## config.mk

```make
export PLATFORM = sky130hd
export DESIGN_NAME = spi_frame_collector
export DESIGN_NICKNAME = d
export VERILOG_FILES = /design/src/rtl/spi_frame_collector.sv
export SDC_FILE = /design/constraint.sdc
export NUM_CORES = 1
export LEC_CHECK = 0
export ABC_AREA = 1
export CAP_MARGIN = 15
export CORE_MARGIN = 3
export CORE_UTILIZATION = 40
export CTS_BUF_LIST = sky130_fd_sc_hd__clkbuf_8 sky130_fd_sc_hd__clkbuf_16
export CTS_CLUSTER_SIZE = 16
export DETAILED_ROUTE_END_ITERATION = 8
export HOLD_SLACK_MARGIN = 0.06
export MAX_ROUTING_LAYER = met4
export PLACE_DENSITY = 0.62
export SLEW_MARGIN = 40
export SYNTH_ARGS = -nofsm -noshare
export SYNTH_HDL_FRONTEND = slang
export SYNTH_SLANG_ARGS = --single-unit
```

## constraint.sdc

```tcl
create_clock -name clk -period 4.76 [get_ports clk]
set_input_delay 0.952 -clock clk [delete_from_list [all_inputs] [get_ports clk]]
set_output_delay 0.952 -clock clk [all_outputs]
set_load 0.05 [all_outputs]
```

## src/rtl/spi_frame_collector.sv

```systemverilog
// Passive oversampling monitor for a PULPino SPI master bus (standard or quad mode).
// Splits each chip-select frame into cmd/addr/dummy/wdata/rdata and emits one packet.
module spi_frame_collector #(
  parameter int unsigned MAX_CMD_W   = 32,
  parameter int unsigned MAX_ADDR_W  = 32,
  parameter int unsigned MAX_DATA_W  = 32,
  parameter int unsigned SYNC_STAGES = 2
) (
  input  logic                            clk,
  input  logic                            rstn,
  input  logic                            spi_clk,
  input  logic                            spi_csn,
  input  logic [3:0]                      spi_sdo,
  input  logic [3:0]                      spi_sdi,
  input  logic                            cfg_quad,
  input  logic [5:0]                      cfg_cmd_len,
  input  logic [5:0]                      cfg_addr_len,
  input  logic [5:0]                      cfg_dummy_len,
  input  logic [$clog2(MAX_DATA_W+1)-1:0] cfg_wr_len,
  input  logic [$clog2(MAX_DATA_W+1)-1:0] cfg_rd_len,
  output logic                            pkt_valid,
  input  logic                            pkt_ready,
  output logic [MAX_CMD_W-1:0]            pkt_cmd,
  output logic [MAX_ADDR_W-1:0]           pkt_addr,
  output logic [MAX_DATA_W-1:0]           pkt_wdata,
  output logic [MAX_DATA_W-1:0]           pkt_rdata,
  output logic                            pkt_write,
  output logic                            pkt_read,
  output logic                            pkt_short,
  output logic                            pkt_long,
  output logic [15:0]                     pkt_bits,
  output logic                            err_cfg,
  output logic                            err_overflow,
  input  logic                            clr_err
);
  localparam int unsigned LenW = $clog2(MAX_DATA_W + 1);
  localparam int unsigned CntW = (LenW > 6) ? LenW : 6;

  typedef enum logic [3:0] {
    StWaitIdle, StIdle, StCmd, StAddr, StDummy, StWdata, StRdata, StTail, StEmit
  } state_e;
  // Phase lengths indexed 0..4 = cmd, addr, dummy, wdata, rdata.
  typedef logic [4:0][CntW-1:0] lens_t;

  function automatic logic [2:0] next_idx(input logic [2:0] from, input logic [4:0] nz);
    logic [2:0] idx;
    idx = 3'd5;
    for (int i = 4; i >= 0; i--) begin
      if (i >= int'(from) && nz[i]) idx = 3'(i);
    end
    return idx;
  endfunction

  function automatic state_e phase_state(input logic [2:0] idx);
    case (idx)
      3'd0:    return StCmd;
      3'd1:    return StAddr;
      3'd2:    return StDummy;
      3'd3:    return StWdata;
      3'd4:    return StRdata;
      default: return StTail;
    endcase
  endfunction

  function automatic logic [CntW-1:0] len_of(input logic [2:0] idx, input lens_t lens);
    case (idx)
      3'd0:    return lens[0];
      3'd1:    return lens[1];
      3'd2:    return lens[2];
      3'd3:    return lens[3];
      3'd4:    return lens[4];
      default: return '0;
    endcase
  endfunction

  // Input synchronisers; index 0 is the newest sample.
  logic [SYNC_STAGES-1:0]      sclk_sync_q, csn_sync_q;
  logic [SYNC_STAGES-1:0][3:0] sdo_sync_q, sdi_sync_q;
  logic                        sclk_prev_q, csn_prev_q;

  always_ff @(posedge clk) begin
    if (!rstn) begin
      sclk_sync_q <= '0;
      csn_sync_q  <= '0;
      sdo_sync_q  <= '0;
      sdi_sync_q  <= '0;
      sclk_prev_q <= 1'b0;
      csn_prev_q  <= 1'b0;
    end else begin
      sclk_sync_q <= {sclk_sync_q[SYNC_STAGES-2:0], spi_clk};
      csn_sync_q  <= {csn_sync_q[SYNC_STAGES-2:0], spi_csn};
      sdo_sync_q  <= {sdo_sync_q[SYNC_STAGES-2:0], spi_sdo};
      sdi_sync_q  <= {sdi_sync_q[SYNC_STAGES-2:0], spi_sdi};
      sclk_prev_q <= sclk_sync_q[SYNC_STAGES-1];
      csn_prev_q  <= csn_sync_q[SYNC_STAGES-1];
    end
  end

  logic       sclk_s, csn_s, sclk_rise, csn_rise, csn_fall;
  logic [3:0] sdo_s, sdi_s;
  assign sclk_s    = sclk_sync_q[SYNC_STAGES-1];
  assign csn_s     = csn_sync_q[SYNC_STAGES-1];
  assign sdo_s     = sdo_sync_q[SYNC_STAGES-1];
  assign sdi_s     = sdi_sync_q[SYNC_STAGES-1];
  assign sclk_rise = sclk_s & ~sclk_prev_q;
  assign csn_rise  = csn_s & ~csn_prev_q;
  assign csn_fall  = ~csn_s & csn_prev_q;

  state_e                state_q, state_d;
  logic                  quad_q, quad_d;
  lens_t                 lens_q, lens_d, cfg_lens;
  logic [CntW-1:0]       rem_q, rem_d, step;
  logic [MAX_CMD_W-1:0]  cmd_q, cmd_d, pcmd_q, pcmd_d;
  logic [MAX_ADDR_W-1:0] addr_q, addr_d, paddr_q, paddr_d;
  logic [MAX_DATA_W-1:0] wdata_q, wdata_d, pwdata_q, pwdata_d;
  logic [MAX_DATA_W-1:0] rdata_q, rdata_d, prdata_q, prdata_d;
  logic [15:0]           bits_q, bits_d, pbits_q, pbits_d;
  logic                  short_q, short_d, long_q, long_d;
  logic                  pvalid_q, pvalid_d, pwrite_q, pwrite_d, pread_q, pread_d;
  logic                  pshort_q, pshort_d, plong_q, plong_d;
  logic                  err_cfg_q, err_cfg_d, err_ovf_q, err_ovf_d;
  logic                  cfg_set, ovf_set, cfg_bad;
  logic [4:0]            nz_q, nz_cfg;
  logic [2:0]            cur_idx, nxt;
  logic [16:0]           bits_sum;

  // Quad mode consumes whole nibbles, so lengths are truncated to a multiple of 4.
  always_comb begin
    cfg_lens[0] = CntW'(cfg_cmd_len);
    cfg_lens[1] = CntW'(cfg_addr_len);
    cfg_lens[2] = CntW'(cfg_dummy_len);
    cfg_lens[3] = CntW'(cfg_wr_len);
    cfg_lens[4] = CntW'(cfg_rd_len);
    cfg_bad     = 1'b0;
    for (int i = 0; i < 5; i++) begin
      cfg_bad = cfg_bad | (cfg_quad & (|cfg_lens[i][1:0]));
      if (cfg_quad) cfg_lens[i][1:0] = 2'b00;
      nz_cfg[i] = |cfg_lens[i];
      nz_q[i]   = |lens_q[i];
    end
  end

  always_comb begin
    case (state_q)
      StAddr:  cur_idx = 3'd1;
      StDummy: cur_idx = 3'd2;
      StWdata: cur_idx = 3'd3;
      StRdata: cur_idx = 3'd4;
      default: cur_idx = 3'd0;
    endcase
  end

  assign step = quad_q ? CntW'(4) : CntW'(1);

  always_comb begin
    state_d  = state_q;   quad_d   = quad_q;   lens_d  = lens_q;   rem_d    = rem_q;
    cmd_d    = cmd_q;     addr_d   = addr_q;   wdata_d = wdata_q;  rdata_d  = rdata_q;
    bits_d   = bits_q;    short_d  = short_q;  long_d  = long_q;
    pvalid_d = pvalid_q;  pcmd_d   = pcmd_q;   paddr_d = paddr_q;  pwdata_d = pwdata_q;
    prdata_d = prdata_q;  pwrite_d = pwrite_q; pread_d = pread_q;  pshort_d = pshort_q;
    plong_d  = plong_q;   pbits_d  = pbits_q;
    cfg_set  = 1'b0;      ovf_set  = 1'b0;     nxt     = 3'd0;     bits_sum = '0;

    if (pvalid_q && pkt_ready) pvalid_d = 1'b0;

    case (state_q)
      StWaitIdle: if (csn_s) state_d = StIdle;
      StIdle: begin
        if (csn_fall) begin
          quad_d  = cfg_quad;
          lens_d  = cfg_lens;
          cfg_set = cfg_bad;
          cmd_d   = '0;  addr_d  = '0;  wdata_d = '0;  rdata_d = '0;
          bits_d  = '0;  short_d = 1'b0; long_d = 1'b0;
          nxt     = next_idx(3'd0, nz_cfg);
          state_d = phase_state(nxt);
          rem_d   = len_of(nxt, cfg_lens);
        end
      end
      StCmd, StAddr, StDummy, StWdata, StRdata: begin
        if (csn_rise) begin
          short_d = 1'b1;
          state_d = StEmit;
        end else if (sclk_rise) begin
          case (state_q)
            StCmd:   cmd_d   = quad_q ? {cmd_q[MAX_CMD_W-5:0], sdo_s}
                                      : {cmd_q[MAX_CMD_W-2:0], sdo_s[0]};
            StAddr:  addr_d  = quad_q ? {addr_q[MAX_ADDR_W-5:0], sdo_s}
                                      : {addr_q[MAX_ADDR_W-2:0], sdo_s[0]};
            StWdata: wdata_d = quad_q ? {wdata_q[MAX_DATA_W-5:0], sdo_s}
                                      : {wdata_q[MAX_DATA_W-2:0], sdo_s[0]};
            StRdata: rdata_d = quad_q ? {rdata_q[MAX_DATA_W-5:0], sdi_s}
                                      : {rdata_q[MAX_DATA_W-2:0], sdi_s[1]};
            default: ;
          endcase
          bits_sum = {1'b0, bits_q} + (quad_q ? 17'd4 : 17'd1);
          bits_d   = bits_sum[16] ? 16'hFFFF : bits_sum[15:0];
          if (rem_q <= step) begin
            nxt     = next_idx(cur_idx + 3'd1, nz_q);
            state_d = phase_state(nxt);
            rem_d   = len_of(nxt, lens_q);
          end else begin
            rem_d = rem_q - step;
          end
        end
      end
      StTail: begin
        if (csn_rise) state_d = StEmit;
        else if (sclk_rise) long_d = 1'b1;
      end
      StEmit: begin
        // A packet consumed in this very cycle frees the slot for the new one.
        if (!pvalid_q || pkt_ready) begin
          pvalid_d = 1'b1;
          pcmd_d   = cmd_q;   paddr_d  = addr_q;  pwdata_d = wdata_q;  prdata_d = rdata_q;
          pwrite_d = nz_q[3]; pread_d  = nz_q[4]; pshort_d = short_q;  plong_d  = long_q;
          pbits_d  = bits_q;
        end else begin
          ovf_set = 1'b1;
        end
        state_d = StIdle;
      end
      default: state_d = StWaitIdle;
    endcase

    err_cfg_d = clr_err ? 1'b0 : (err_cfg_q | cfg_set);
    err_ovf_d = ovf_set ? 1'b1 : (clr_err ? 1'b0 : err_ovf_q);
  end

  always_ff @(posedge clk) begin
    if (!rstn) begin
      state_q  <= StWaitIdle; quad_q   <= 1'b0; lens_q  <= '0;   rem_q    <= '0;
      cmd_q    <= '0;         addr_q   <= '0;   wdata_q <= '0;   rdata_q  <= '0;
      bits_q   <= '0;         short_q  <= 1'b0; long_q  <= 1'b0;
      pvalid_q <= 1'b0;       pcmd_q   <= '0;   paddr_q <= '0;   pwdata_q <= '0;
      prdata_q <= '0;         pwrite_q <= 1'b0; pread_q <= 1'b0; pshort_q <= 1'b0;
      plong_q  <= 1'b0;       pbits_q  <= '0;   err_cfg_q <= 1'b0; err_ovf_q <= 1'b0;
    end else begin
      state_q  <= state_d;    quad_q   <= quad_d;   lens_q  <= lens_d;  rem_q    <= rem_d;
      cmd_q    <= cmd_d;      addr_q   <= addr_d;   wdata_q <= wdata_d; rdata_q  <= rdata_d;
      bits_q   <= bits_d;     short_q  <= short_d;  long_q  <= long_d;
      pvalid_q <= pvalid_d;   pcmd_q   <= pcmd_d;   paddr_q <= paddr_d; pwdata_q <= pwdata_d;
      prdata_q <= prdata_d;   pwrite_q <= pwrite_d; pread_q <= pread_d; pshort_q <= pshort_d;
      plong_q  <= plong_d;    pbits_q  <= pbits_d;  err_cfg_q <= err_cfg_d;
      err_ovf_q <= err_ovf_d;
    end
  end

  assign pkt_valid    = pvalid_q;
  assign pkt_cmd      = pcmd_q;
  assign pkt_addr     = paddr_q;
  assign pkt_wdata    = pwdata_q;
  assign pkt_rdata    = prdata_q;
  assign pkt_write    = pwrite_q;
  assign pkt_read     = pread_q;
  assign pkt_short    = pshort_q;
  assign pkt_long     = plong_q;
  assign pkt_bits     = pbits_q;
  assign err_cfg      = err_cfg_q;
  assign err_overflow = err_ovf_q;

endmodule

```

==> impl_metrics.py, run 1 <==
metrics = {
    "outcome": {
        "status": "complete, no violations",
    },
    "finish": {
        "fin_cells": 2861,
        "syn2layout_area_growth_pct": 21.3,
        "insertedDiodeCount": 0,
        "nets": 2371,
        "final_util_pct": 49.8,
        "drive_gt1_share_pct": 5.76,
        "final_area_um2": 19500,
    },
    "clocking": {
        "clk_path_buf_depth": 3,
        "clk-insertion-delay-late_ns": 0.53,
        "cts_htree_levels": 2,
        "postCtsHoldBufs": 0,
        "numCtsBuffers": 40,
        "cts_sinks": 360,
        "clkSlewWorstSetupHoldPaths_ns": 0.06,
        "cts.repair.resized": 0,
        "post-cts-setup-buffers": 0,
        "cts_tree": "built",
        "cts_root_buf": "clkbuf_16",
    },
    "setup_path": {
        "path_class": "reg2reg",
        "cp_max_fo": 12,
        "r2r-start": "state_q[1]",
        "rr_endpoint": "rem_q[2]",
        "critPathCaptureType": "register",
        "cp.required_ns": 5.21,
        "cp.arrival_ns": 3.52,
        "reg2reg_depth": 18,
        "crit_path_start": "state_q[1]",
        "crit_slowest_cell": "dfxtp_1",
        "slowest_delay_ns": 0.39,
        "startpoint_type": "register",
        "rrSetupSlack_ns": 1.70,
        "path_cells": "nand2_1, inv_2, nand2_1, nand2_1, ha_1, inv_1, nand3_1, nand2_1, nor2_1, nand2_1, nand2_1, nor2_2, nand3_1, nand2_1, o21ai_1, nand2_1, nand2_1, a21oi_1",
        "crit_path_frequent_cell": "nand2_1",
    },
    "yosys": {
        "avgSynthCellArea_um2": 7.21,
        "synth_ff_type": "dfxtp_1",
        "yosysSeqAreaShare_pct": 44.8,
        "synth_seq_cells": 360,
        "synth_area_leaders": "dfxtp_1 45%, nand2_1 11%, a21oi_1 11%",
        "syn-cell-area_um2": 16100,
        "yosys.area.top_type": "dfxtp_1",
        "ys_types": 40,
        "synth_edf_count": 0,
        "synth_cells": 2233,
        "yosysWarnings": 0,
        "synth_top_area_share_pct": 44.8,
        "synth_fp_nets": 2287,
        "yosysMostFrequentCell": "nand2_1",
        "async_reset_ff_share_pct": 0,
        "ys_top_cells_by_count": "470 x nand2_1, 360 x dfxtp_1, 345 x a21oi_1",
    },
    "power": {
        "finalPower_mw": 7.73,
        "leakage_nw": 6.89,
        "ir_worst_vdd_mv": 0.225,
        "cellPowerDensity_nw_per_um2": 396,
    },
    "sta": {
        "max_freq_ghz": 0.326,
        "slew_headroom_pct": 42.0,
        "fin_crit_sh_pct": 64.4,
        "setup_viol": 0,
        "finalHoldViolCount": 0,
        "clock_skew_ns": 0.0150,
        "hold_slack_ns": 0.412,
        "fin_ws_ns": 1.70,
        "drv_slew": 0,
        "rsz0062_at_grt": "false",
        "tns_ns": 0,
        "worstMarginPinSlew_ns": 0.871,
        "layout_min_cycle_time_ns": 3.06,
    },
    "global_route": {
        "grt_pass1_wl_mm": 72.0,
        "grt_max_degree": 151,
        "overflow": 0,
        "track_usage_pct": 20.7,
        "antenna_found_initial": 1,
        "grt_pass1_vias": 14100,
    },
    "placed_design": {
        "place_area_um2": 18200,
        "pre_cts_ws_ns": 1.42,
        "dp_cells": 2793,
        "portBuffers": 195,
        "hpwlAfterDp_mm": 28.3,
        "gp_congestion": 0.942,
    },
    "floorplanning": {
        "core_area_um2": 39200,
        "initial_utilization_pct": 41.1,
        "die_x_um": 207,
        "rows": 72,
        "fp.dieH_um": 207,
        "io_pins": 196,
        "dieArea_um2": 42700,
    },
    "routing": {
        "drt-initial-drc-count": 1147,
        "wl_mm": 43.8,
        "via_per_inst": 5.21,
        "first_pass_iters": 5,
        "route.detailed.drc": 0,
        "vias": 14900,
        "antenna_left": 0,
        "routedWlPerCell_um": 15.3,
    },
    "hold_path": {
        "worstHoldPathType": "reg2reg",
        "holdPathEnd": "sdi_s[2]",
        "hp-start": "sdi_sync_q[2]",
        "hold_path_depth": 2,
    },
    "flow_run": {
        "maxCapViolations": 0,
    },
}
-- report_power, final --
group | internal, mW | switching, mW | leakage [nW] | total (mW)
registers | 3.27 | 0.211 | 2.91 | 3.48
logic | 0.396 | 0.822 | 3.30 | 1.22
clock network | 1.82 | 1.22 | 0.674 | 3.04
-- placed cells by master, fill, tap and decap left out, drive strengths merged --
cell type and count:
a211oi 110, a21oi 346, a22oi 2, a31oi 2, buf 18, bufinv 2, clkbuf 51, clkdlybuf4s50 194
clkinv 4, clkinvlp 1, dfxtp 360, ha 9, inv 238, nand2 473, nand3 197, nand3b 2
nand4 21, nor2 89, nor3 15, nor4 2, o211ai 5, o21a 3, o21ai 185, o21bai 1
o22ai 2, or2 3, or3 1, xnor2 2, xor2 5
-- metal layers --
metal | vias to the layer above | global-route usage [%] | part of all wire, %
met5 | - | - | 0
met4 | 0 | 5.28 | 2.0
met3 | 58 | 2.54 | 4.5
met2 | 340 | 31.7 | 45
met1 | 6879 | 29.2 | 49
li1 | 7617 | - | -
-- cells by family (layout without fill, tap and decap cells) --
group                      Yosys count  after routing  synth area share (%)
AOI/OAI and AO/OA                  656            656                  23.3
xor gates and xnor gates             7              7                 0.381
adders and majority gates            9              9                 0.699
buffers and inverters              398            508                  9.75
DFF                                360            360                  44.8
and+or+nand+nor                    803            803                  21.1
-- registers in the layout, summed over array words and instances, names as in the netlist, 6 cells and up --
name,cells
pkt_wdata,32
pkt_rdata,32
lens_q,30
wdata_q,32
cmd_q,32
addr_q,32
pkt_cmd,32
pkt_addr,32
pkt_bits,16
rem_q,6
rdata_q,32
bits_q,16
-- area by class of cell --
type,count,area [um^2]
Multi-Input combinational cell,1475,7360
Sequential cell,360,7210
Clock buffer,51,1160
Tap cell,518,648
Inverter,228,875
Fill cell,3859,19700
Timing Repair Buffer,212,2140
Clock inverter,17,134
-- how the worst max path moves through the flow --
stage,endpoint,slack (ns)
after detailed placement,rem_q[2],1.42
after floorplan,bits_q[0],2.02
final,rem_q[2],1.70
after global placement,rem_q[2],1.54
after global routing,rem_q[2],1.33
after CTS,rem_q[2],1.74
-- critical path: cells and delay by family (launching register included) --
kind | cells | cell delay, ns
compound gates | 2 | 0.22
fa+ha+maj | 1 | 0.24
buf+inv | 2 | 0.13
flops | 1 | 0.39
simple gates | 13 | 2.01
(Power assumes the default switching activity.)
==> run 2: changes to the inputs <==
==> constraint.sdc (replaced) <==
create_clock -name clk -period 3.2 [get_ports clk]
set_input_delay 0.64 -clock clk [delete_from_list [all_inputs] [get_ports clk]]
set_output_delay 0.64 -clock clk [all_outputs]
set_load 0.05 [all_outputs]
==> impl_metrics.py, run 2 (synthesized netlist as in run 1, its figures left out) <==
metrics = {
    "hold_path": {
        "worstHoldPathType": "reg2reg",
        "holdPathEnd": "sdi_s[2]",
        "hp-start": "sdi_sync_q[2]",
        "hold_path_depth": 2,
    },
    "clocking": {
        "cts.repair.resized": 0,
        "cts_tree": "built",
        "cts_sinks": 360,
        "clk-insertion-delay-late_ns": 0.54,
        "postCtsHoldBufs": 0,
        "numCtsBuffers": 41,
        "clk_path_buf_depth": 3,
        "clkSlewWorstSetupHoldPaths_ns": 0.06,
        "cts_root_buf": "clkbuf_16",
        "cts_htree_levels": 2,
        "post-cts-setup-buffers": 0,
    },
    "routing": {
        "vias": 15000,
        "routedWlPerCell_um": 15.5,
        "wl_mm": 44.8,
        "antenna_left": 0,
        "route.detailed.drc": 0,
        "drt-initial-drc-count": 925,
        "via_per_inst": 5.20,
        "first_pass_iters": 5,
    },
    "global_route": {
        "antenna_found_initial": 1,
        "grt_max_degree": 151,
        "grt_pass1_vias": 14000,
        "grt_pass1_wl_mm": 73.0,
        "grt_util_met2_pct": 33.1,
        "use_met1_pct": 29.3,
        "gr-usage-met3_pct": 2.67,
        "overflow": 0,
        "grt_busiest_layer": "met2",
        "track_usage_pct": 21.1,
    },
    "finish": {
        "nets": 2386,
        "layout_common_cells": "467 x nand2_1, 359 x dfxtp_1, 345 x a21oi_1, 223 x inv_1, 197 x nand3_1",
        "fin_cells": 2881,
        "final_common_cell": "nand2_1",
        "drive_gt1_share_pct": 6.73,
        "insertedDiodeCount": 0,
        "syn2layout_area_growth_pct": 23.0,
    },
    "outcome": {
        "status": "complete, no violations",
    },
    "setup_path": {
        "path_class": "reg2reg",
        "cp.required_ns": 3.61,
        "cp.arrival_ns": 3.20,
        "r2r-start": "state_q[1]",
        "critPathCaptureType": "register",
        "reg2reg_depth": 18,
        "rr_endpoint": "rem_q[4]",
        "startpoint_type": "register",
        "cp_max_fo": 8,
        "rrSetupSlack_ns": 0.42,
    },
    "placed_design": {
        "hpwlAfterDp_mm": 29.5,
        "dp_cells": 2807,
        "portBuffers": 195,
        "pre_cts_ws_ns": 0.149,
        "gp_congestion": 0.888,
    },
    "power": {
        "cellPowerDensity_nw_per_um2": 601,
        "combPwrFrac_pct": 15.8,
        "switching_share_pct": 28.9,
        "leakage_nw": 7.03,
        "pwr-share-seq_pct": 43.4,
        "p_int_mw": 8.47,
        "ir_worst_vdd_mv": 0.360,
        "switchingPower_mw": 3.44,
        "clkPwrFrac_pct": 40.8,
    },
    "floorplanning": {
        "dieArea_um2": 42700,
        "fp.dieH_um": 207,
        "rows": 72,
        "die_x_um": 207,
        "core_area_um2": 39200,
        "io_pins": 196,
        "initial_utilization_pct": 41.1,
    },
    "sta": {
        "fin_crit_sh_pct": 87.0,
        "clock_skew_ns": 0.0173,
        "max_freq_ghz": 0.359,
        "setup_viol": 0,
        "slew_headroom_pct": 45.4,
        "rsz0062_at_grt": "false",
        "worstMarginPinSlew_ns": 0.820,
        "drv_slew": 0,
        "fin_ws_ns": 0.415,
        "finalHoldViolCount": 0,
        "tns_ns": 0,
        "layout_min_cycle_time_ns": 2.78,
    },
    "flow_run": {
        "maxCapViolations": 0,
    },
}
## run 2: changes by cell type in the layout (fill, tap and decap cells not counted), sizes merged
| cell | change |
|---|---|
| buf | +14 |
| bufinv | +3 |
| clkbuf | -1 |
| clkinv | +6 |
| clkinvlp | +1 |
| inv | -3 |
## run 2: worst max-delay path by stage
stage,from,endpoint,slack (ns),cells after the start
detailed placement,cfg_quad,rem_q[2],0.15,12
global route,state_q[1],rem_q[5],0.13,18
finish,state_q[1],rem_q[4],0.42,18
global placement,cfg_quad,rem_q[3],0.21,13
CTS,state_q[1],rem_q[4],0.42,18
floorplan,quad_q,bits_q[0],0.46,15
## run 2: final cells by class
class	count	area (um^2)
Sequential cell	360	7210
Inverter	228	867
Clock buffer	50	1150
Multi-Input combinational cell	1475	7340
Timing Repair Buffer	226	2330
Clock inverter	24	259
Tap cell	518	648
Fill cell	3907	19400
## run 2: routing by layer
metal | up-vias | part of all wire (%)
met5 | - | 0
met4 | 0 | 1.5
met3 | 51 | 4.3
met2 | 318 | 45
met1 | 6951 | 49
li1 | 7655 | -
## run 2: power by group through the flow
stage	clock [mW]	combinational [mW]	sequential, mW
6_report	4.86	1.88	5.18
2_1_floorplan	0	1.45	5.15
3_3_place_gp	0	1.85	5.26
3_5_place_dp	0	1.87	5.27
4_1_cts	4.98	1.88	5.17
5_1_grt	5.14	2.13	5.22
## run 2: stage by stage
| stage | utilization (%) | instance area, um^2 | total power [mW] | hold slack (ns) |
|---|---|---|---|---|
| final | 50.6 | 19800 | 11.9 | 0.415 |
| after global placement | 47.0 | 18400 | 7.11 | 0.393 |
| after CTS | 50.5 | 19800 | 12.0 | 0.415 |
| after detailed placement | 47.0 | 18400 | 7.14 | 0.402 |
| after global routing | 50.6 | 19800 | 12.5 | 0.427 |
| after floorplan | - | 16100 | 6.60 | 0.390 |
## run 2: critical path, cell delays in order (launching register included)
cell and delay (ns):
dfxtp_1 0.46, nand2_1 0.13, inv_2 0.10, nand2_1 0.14, nand2_1 0.19, ha_1 0.19
inv_1 0.05, nand3_1 0.12, nand2_1 0.13, nor2_2 0.25, inv_1 0.09, nand2_1 0.16
nor2_2 0.11, nand3_1 0.08, nand2_1 0.05, o21ai_1 0.19, nand2_1 0.09, nand2_1 0.08
a21oi_1 0.06
